$ cat config.mk
export PLATFORM = sky130hd
export DESIGN_NAME = pipeline_stall_controller_flat
export DESIGN_NICKNAME = d
export VERILOG_FILES = /design/src/rtl/pipeline_stall_controller_pkg.sv /design/src/rtl/pipeline_stall_controller_if.sv /design/src/rtl/pipeline_stall_controller_sat_counter.sv /design/src/rtl/pipeline_stall_controller.sv /design/src/flat_wrapper.sv
export SDC_FILE = /design/constraint.sdc
export NUM_CORES = 1
export LEC_CHECK = 0
export ABC_AREA = 1
export CAP_MARGIN = 20
export CORE_MARGIN = 10
export CORE_UTILIZATION = 45
export DETAILED_ROUTE_END_ITERATION = 16
export PLACE_DENSITY_LB_ADDON = 0.15
export SLEW_MARGIN = 20
export SYNTH_ARGS = -nofsm -noshare
export SYNTH_HDL_FRONTEND = slang
export SYNTH_SLANG_ARGS = --single-unit
$ cat constraint.sdc
create_clock -name clk -period 1.9 [get_ports clk]
set_input_delay 0.57 -clock clk [delete_from_list [all_inputs] [get_ports clk]]
set_output_delay 0.57 -clock clk [all_outputs]
set_load 0.005 [all_outputs]
$ cat src/rtl/pipeline_stall_controller_pkg.sv
// pipeline_stall_controller_pkg: shared state encoding and default memory timeout
package pipeline_stall_controller_pkg;
  localparam logic [1:0] IDLE = 2'd0;
  localparam logic [1:0] RUN = 2'd1;
  localparam logic [1:0] MEM_WAIT = 2'd2;
  localparam logic [1:0] HALT = 2'd3;
  localparam int DEF_MEM_TIMEOUT = 16;
endpackage

$ cat src/rtl/pipeline_stall_controller_if.sv
// pipeline_stall_controller_if: hazard inputs and pipeline-register controls of the stall controller
interface pipeline_stall_controller_if #(parameter int CNT_W = 32);
  logic start, load_use_hazard, branch_taken_ex, dmem_req, dmem_ready;
  logic pc_write, if_id_write, if_id_flush, id_ex_flush, ex_mem_write, mem_wb_write;
  logic mem_timeout_err;
  logic [CNT_W-1:0] stall_cycles;
  logic [15:0] flush_count;
  modport master (
    output start, load_use_hazard, branch_taken_ex, dmem_req, dmem_ready,
    input pc_write, if_id_write, if_id_flush, id_ex_flush, ex_mem_write, mem_wb_write,
    input mem_timeout_err, stall_cycles, flush_count
  );
  modport slave (
    input start, load_use_hazard, branch_taken_ex, dmem_req, dmem_ready,
    output pc_write, if_id_write, if_id_flush, id_ex_flush, ex_mem_write, mem_wb_write,
    output mem_timeout_err, stall_cycles, flush_count
  );
endinterface

$ cat src/rtl/pipeline_stall_controller_sat_counter.sv
// sat_counter: up-counter that sticks at all-ones
module sat_counter #(parameter int W = 16) (
  input logic clk,
  input logic arst,
  input logic inc,
  output logic [W-1:0] count
);
  always_ff @(posedge clk or posedge arst)
    if (arst) count <= '0;
    else if (inc && ~&count) count <= count + 1'b1;
endmodule

$ cat src/rtl/pipeline_stall_controller.sv
// pipeline_stall_controller: freeze/flush/stall decode for a 5-stage pipeline with memory timeout
module pipeline_stall_controller
  import pipeline_stall_controller_pkg::*;
#(
  parameter int MEM_TIMEOUT = DEF_MEM_TIMEOUT,
  parameter int CNT_W = 32
) (
  input logic clk,
  input logic arst,
  pipeline_stall_controller_if.slave bus
);
  logic [1:0] state, state_nx;
  logic [7:0] wcnt;
  logic run_rules, br, lu, pc_w, stall_inc, flush_inc;
  always_comb begin
    br = bus.branch_taken_ex;
    lu = bus.load_use_hazard;
    // the MEM_WAIT release cycle behaves exactly like an unfrozen RUN cycle
    run_rules = (state == RUN && !(bus.dmem_req && !bus.dmem_ready)) || (state == MEM_WAIT && bus.dmem_ready);
    pc_w = run_rules && (br || !lu);
    bus.pc_write = pc_w;
    bus.if_id_write = pc_w;
    bus.if_id_flush = run_rules && br;
    bus.id_ex_flush = run_rules && (br || lu);
    bus.ex_mem_write = run_rules;
    bus.mem_wb_write = run_rules;
    bus.mem_timeout_err = state == HALT;
    stall_inc = (state == RUN || state == MEM_WAIT) && !pc_w;
    flush_inc = run_rules && br;
    state_nx = state == IDLE ? (bus.start ? RUN : IDLE)
             : state == RUN ? (bus.dmem_req && !bus.dmem_ready ? MEM_WAIT : RUN)
             : state == MEM_WAIT ? (bus.dmem_ready ? RUN : wcnt == 8'(MEM_TIMEOUT - 1) ? HALT : MEM_WAIT)
             : HALT;
  end
  always_ff @(posedge clk or posedge arst)
    if (arst) begin
      state <= IDLE;
      wcnt <= '0;
    end else begin
      state <= state_nx;
      wcnt <= state != MEM_WAIT ? 8'd0 : !bus.dmem_ready ? wcnt + 8'd1 : wcnt;
    end
  sat_counter #(.W(CNT_W)) u_stall (.clk(clk), .arst(arst), .inc(stall_inc), .count(bus.stall_cycles));
  sat_counter #(.W(16)) u_flush (.clk(clk), .arst(arst), .inc(flush_inc), .count(bus.flush_count));
endmodule

$ cat src/flat_wrapper.sv
// flat-port wrapper written by rule: the top's interface ports become plain ports
module pipeline_stall_controller_flat import pipeline_stall_controller_pkg::*;
#(
  parameter int MEM_TIMEOUT = DEF_MEM_TIMEOUT,
  parameter int CNT_W = 32
)
  (clk, arst, bus_start, bus_load_use_hazard, bus_branch_taken_ex, bus_dmem_req, bus_dmem_ready, bus_pc_write, bus_if_id_write, bus_if_id_flush, bus_id_ex_flush, bus_ex_mem_write, bus_mem_wb_write, bus_mem_timeout_err, bus_stall_cycles, bus_flush_count);
  pipeline_stall_controller_if #(.CNT_W(CNT_W)) bus_i ();
  input logic clk;
  input logic arst;
  input wire logic [$bits(bus_i.start)-1:0] bus_start;
  input wire logic [$bits(bus_i.load_use_hazard)-1:0] bus_load_use_hazard;
  input wire logic [$bits(bus_i.branch_taken_ex)-1:0] bus_branch_taken_ex;
  input wire logic [$bits(bus_i.dmem_req)-1:0] bus_dmem_req;
  input wire logic [$bits(bus_i.dmem_ready)-1:0] bus_dmem_ready;
  output wire logic [$bits(bus_i.pc_write)-1:0] bus_pc_write;
  output wire logic [$bits(bus_i.if_id_write)-1:0] bus_if_id_write;
  output wire logic [$bits(bus_i.if_id_flush)-1:0] bus_if_id_flush;
  output wire logic [$bits(bus_i.id_ex_flush)-1:0] bus_id_ex_flush;
  output wire logic [$bits(bus_i.ex_mem_write)-1:0] bus_ex_mem_write;
  output wire logic [$bits(bus_i.mem_wb_write)-1:0] bus_mem_wb_write;
  output wire logic [$bits(bus_i.mem_timeout_err)-1:0] bus_mem_timeout_err;
  output wire logic [$bits(bus_i.stall_cycles)-1:0] bus_stall_cycles;
  output wire logic [$bits(bus_i.flush_count)-1:0] bus_flush_count;
  assign bus_i.start = bus_start;
  assign bus_i.load_use_hazard = bus_load_use_hazard;
  assign bus_i.branch_taken_ex = bus_branch_taken_ex;
  assign bus_i.dmem_req = bus_dmem_req;
  assign bus_i.dmem_ready = bus_dmem_ready;
  assign bus_pc_write = bus_i.pc_write;
  assign bus_if_id_write = bus_i.if_id_write;
  assign bus_if_id_flush = bus_i.if_id_flush;
  assign bus_id_ex_flush = bus_i.id_ex_flush;
  assign bus_ex_mem_write = bus_i.ex_mem_write;
  assign bus_mem_wb_write = bus_i.mem_wb_write;
  assign bus_mem_timeout_err = bus_i.mem_timeout_err;
  assign bus_stall_cycles = bus_i.stall_cycles;
  assign bus_flush_count = bus_i.flush_count;
  pipeline_stall_controller #(.MEM_TIMEOUT(MEM_TIMEOUT), .CNT_W(CNT_W)) u_core (.clk(clk), .arst(arst), .bus(bus_i));
endmodule
==> qor_table.md <==
| Item | Reported |
| --- | --- |
| Run status | complete, but fails checks |
| Violated checks | negative setup slack |
| Final Cycle Share | 106% |
| Global-route wire length before repair | 17.3 mm |
| Full die area | 0.0124 sq mm |
| Master cell of the clock root buffer | clkbuf_8 |
| Post-synth cell types | 26 |
| Setup WS pre-CTS | -770 ps |
| Sequential fraction of the synthesis area | 38.5% |
| Worst hold path startpoint | u_core.wcnt[1]$_DFFE_PP0N_ |
| Cell types with the largest area share after synthesis | dfrtp_1, nand2_1, nor2_1, inv_1, nand3_1 |
| Average via count per standard cell | 4.90 |
| Final count of negative-setup-slack endpoints | 5 |
| Most common flop cell mapped by yosys | dfrtp_1 |
| Final Total Pwr | 0.00518 W |
| Worst slew margin | 74.5% |
| Number of global-route vias before repair | 3745 |
| Final period demand of the worst path | 2020 ps |
| Unrepaired setup endpoints after global routing | yes |
| Post-Synthesis Net Count | 596 |
| IO Port Bufs | 61 |
| Number of antenna violations at the first check in global routing | 0 |
| Total Negative Setup Slacks | -372 ps |
| Buffering stage count on the worst path with inverters included | 4 |
| Worst path most repeated cell | nand2_4 |
| Startpoint of the most critical register-to-register path | u_core.state[0]$_DFF_PP0_ |
| Final worst-path setup slack | -119 ps |
| Die Width | 112 microns |
| Cts hold-fix bufs | 0 |
| DRC violations left | 0 |
| Share of async-settable or async-resettable flops after synthesis | 100% |
| Arrival time reported for the critical path endpoint | 1450 ps |
| List of cells traversed by the critical path | inv_2 -> ha_4 -> nand2_4 -> nand2_4 -> buf_6 -> nand2_4 -> inv_4 -> buf_6 |
| Number of inserted diodes | 0 |
| Clock latency on the worst-skew pair | 330 ps |
| Post-Synth Simple-Gate Area | 43.0% |
| First-pass iteration count of the detailed router | 6 |
| Number of max-cap violations | 0 |
| Placeable Area | 0.00818 sq mm |
| Most frequent cell after synthesis | nand2_1 |
| Clk slew on worst S/H paths | 60 ps |
| Final worst clock skew | 9.00 ps |
| Worst slew pin tran | 381 ps |
| Fmax | 495 MHz |
| Synth warnings | 0 |
| Critical path start-end classification | register to primary output |
| Number of buffers inserted during clock tree synthesis | 9 |
| Via count | 3995 |
| Syn Std Cell Area | 0.00377 sq mm |
| Family of cells with the greatest summed delay on the critical path | flip-flops |
| Die H | 112 microns |
| CP Launch Point | u_core.state[0]$_DFF_PP0_ |
| Post-detailed-route count of antenna-violating nets | 0 |
| Crit path capture type | primary output |
| Share of final-layout standard cells stronger than drive strength 1 | 19.4% |
| Drt initial violations | 125 |
| Worst hold-check slack | 513 ps |
| Leakage Power | 2.59 nW |
| Routability-driven placement congestion ratio | 0.888 |
| Clock H-tree levels | 3 |
| Area share of xor/xnor cells in the synthesized design | 3.95% |
| Total number of clock tree sinks | 58 |
| Number of instances in the synthesized netlist | 582 |
| Top-area cell type share of the netlist area | 38.5% |
| Number of synthesized flops with an enable pin | 0 |
| Number of cell rows | 33 |
| Top-Level Pins | 62 |
| Multiplexer area fraction after synthesis | 0% |
| Final slew viol count | 0 |
| Slowest library cell on the worst path | dfrtp_2 |
| Aggregate global routing overflow | 0 |
| Final wirelength | 10.7 mm |
| Final nets | 721 |
| Adder-Cell Fraction of Synth Area | 2.32% |
| Required time of the critical path | 1330 ps |
| IR Drop Worst-Case VDD | 0.607 mV |
| Post-synthesis average cell area | 6.47 sq um |
| Maximum number of pins on one net before global-route repair | 59 |
| Global router's overall resource usage | 16.0% |
| Hold Crit Class | register to register |
| Pwr Density | 975 mW/mm^2 |
| Main combinational cell family by area after synthesis | simple AND/OR/NAND/NOR gates |
| Layout overhead on the synthesized area | 41.0% |
| Largest driver fanout on the critical path | 5 |
| Initial Util | 46.1% |
| Clock tree from TritonCTS | built |
| Cell accounting for the most synthesized area | dfrtp_1 |
| Register bit count reported by yosys | 58 |
| Max clock buf depth | 2 |
| Element type at the critical path start | register |
| Area fraction in compound gates after synthesis | 3.65% |
| Routed wire per std cell | 13.1 microns |
| Commonest cells in the netlist | nand2_1, nor2_1, inv_1, dfrtp_1, nand3_1 |
| Detail Placement HPWL | 7.33 mm |
| Number of failing hold endpoints at the final stage | 0 |
| Largest stage delay, worst path | 440 ps |
where the power goes:
part           internal (W)  switching, W  leakage (nW)
clock network      0.000631      0.000489        0.0962
registers           0.00139      0.000177         0.747
logic               0.00131       0.00118          1.75
registers in the layout (all words and copies together) (netlist names):
register and cells:
u_core.state 2, u_core.u_flush.count 16, u_core.wcnt 8, u_core.u_stall.count 32
cell families after synthesis:
family,after synthesis
AOI/OAI and AO/OA,26
xor gates and xnor gates,17
adders and majority gates,7
buffers and inverters,74
DFF,58
and+or+nand+nor,400
per-layer routing:
metal / track usage, % / up-vias / routed length (microns)
li1: - / 2026 / -
met1: 18.7 / 1850 / 4610
met2: 28.0 / 101 / 5220
met3: 4.72 / 18 / 668
met4: 4.20 / 0 / 218
met5: 0 / - / 0
worst paths after layout:
| path | to | slack, ps | cells after the start |
|---|---|---|---|
| hold reg to reg | u_core.wcnt[1]$_DFFE_PP0N_ | 510 | 2 |
| setup reg to reg | u_core.u_flush.count[6]$_DFFE_PP0P_ | 100 | 12 |
| setup / recovery | bus_if_id_write | -120 | 8 |
| max in group asynchronous | u_core.u_stall.count[21]$_DFFE_PP0P_ | 950 | 3 |
| hold / removal | u_core.wcnt[1]$_DFFE_PP0N_ | 510 | 2 |
| min in group asynchronous | u_core.wcnt[1]$_DFFE_PP0N_ | 660 | 3 |
metrics by stage:
step,util [%],std cells,cell area [sq um]
2_1_floorplan,-,582,3770
3_3_place_gp,57.0,763,4660
3_5_place_dp,57.0,763,4660
4_1_cts,61.0,790,4990
5_1_grt,65.0,816,5310
6_report,65.0,816,5310
final cells by class:
cell class | instances | area (sq um)
Clock buffer | 12 | 145
Timing Repair Buffer | 124 | 1180
Clock inverter | 3 | 40.0
Fill cell | 741 | 2860
Multi-Input combinational cell | 450 | 2090
Inverter | 64 | 246
Sequential cell | 58 | 1490
Tap cell | 105 | 131
what timing repair did:
item                       in CTS  in global routing
pin swaps                       5                  7
gates cloned                    0                  4
setup buffers                  12                 23
setup endpoints to repair      41                 79
gates resized for setup        58                 36
cells in the final DEF (no fill, tap or decap), drive strengths merged, types with 11 or more instances in the layout:
cell type	n
nor2	74
dfrtp	58
nand2	274
buf	67
o21ai	17
nand3	38
clkbuf	15
clkdlybuf4s50	46
xnor2	11
inv	63
worst reg2reg max path: cells and delay by family (launching register included):
kind                       cells  cell delay, ps
DFF                            1             440
AOI/OAI and AO/OA              1             180
and+or+nand+nor                6             380
adders and majority gates      1             150
buffers and inverters          4             550
No activity file was read; power rests on OpenSTA's default activity.
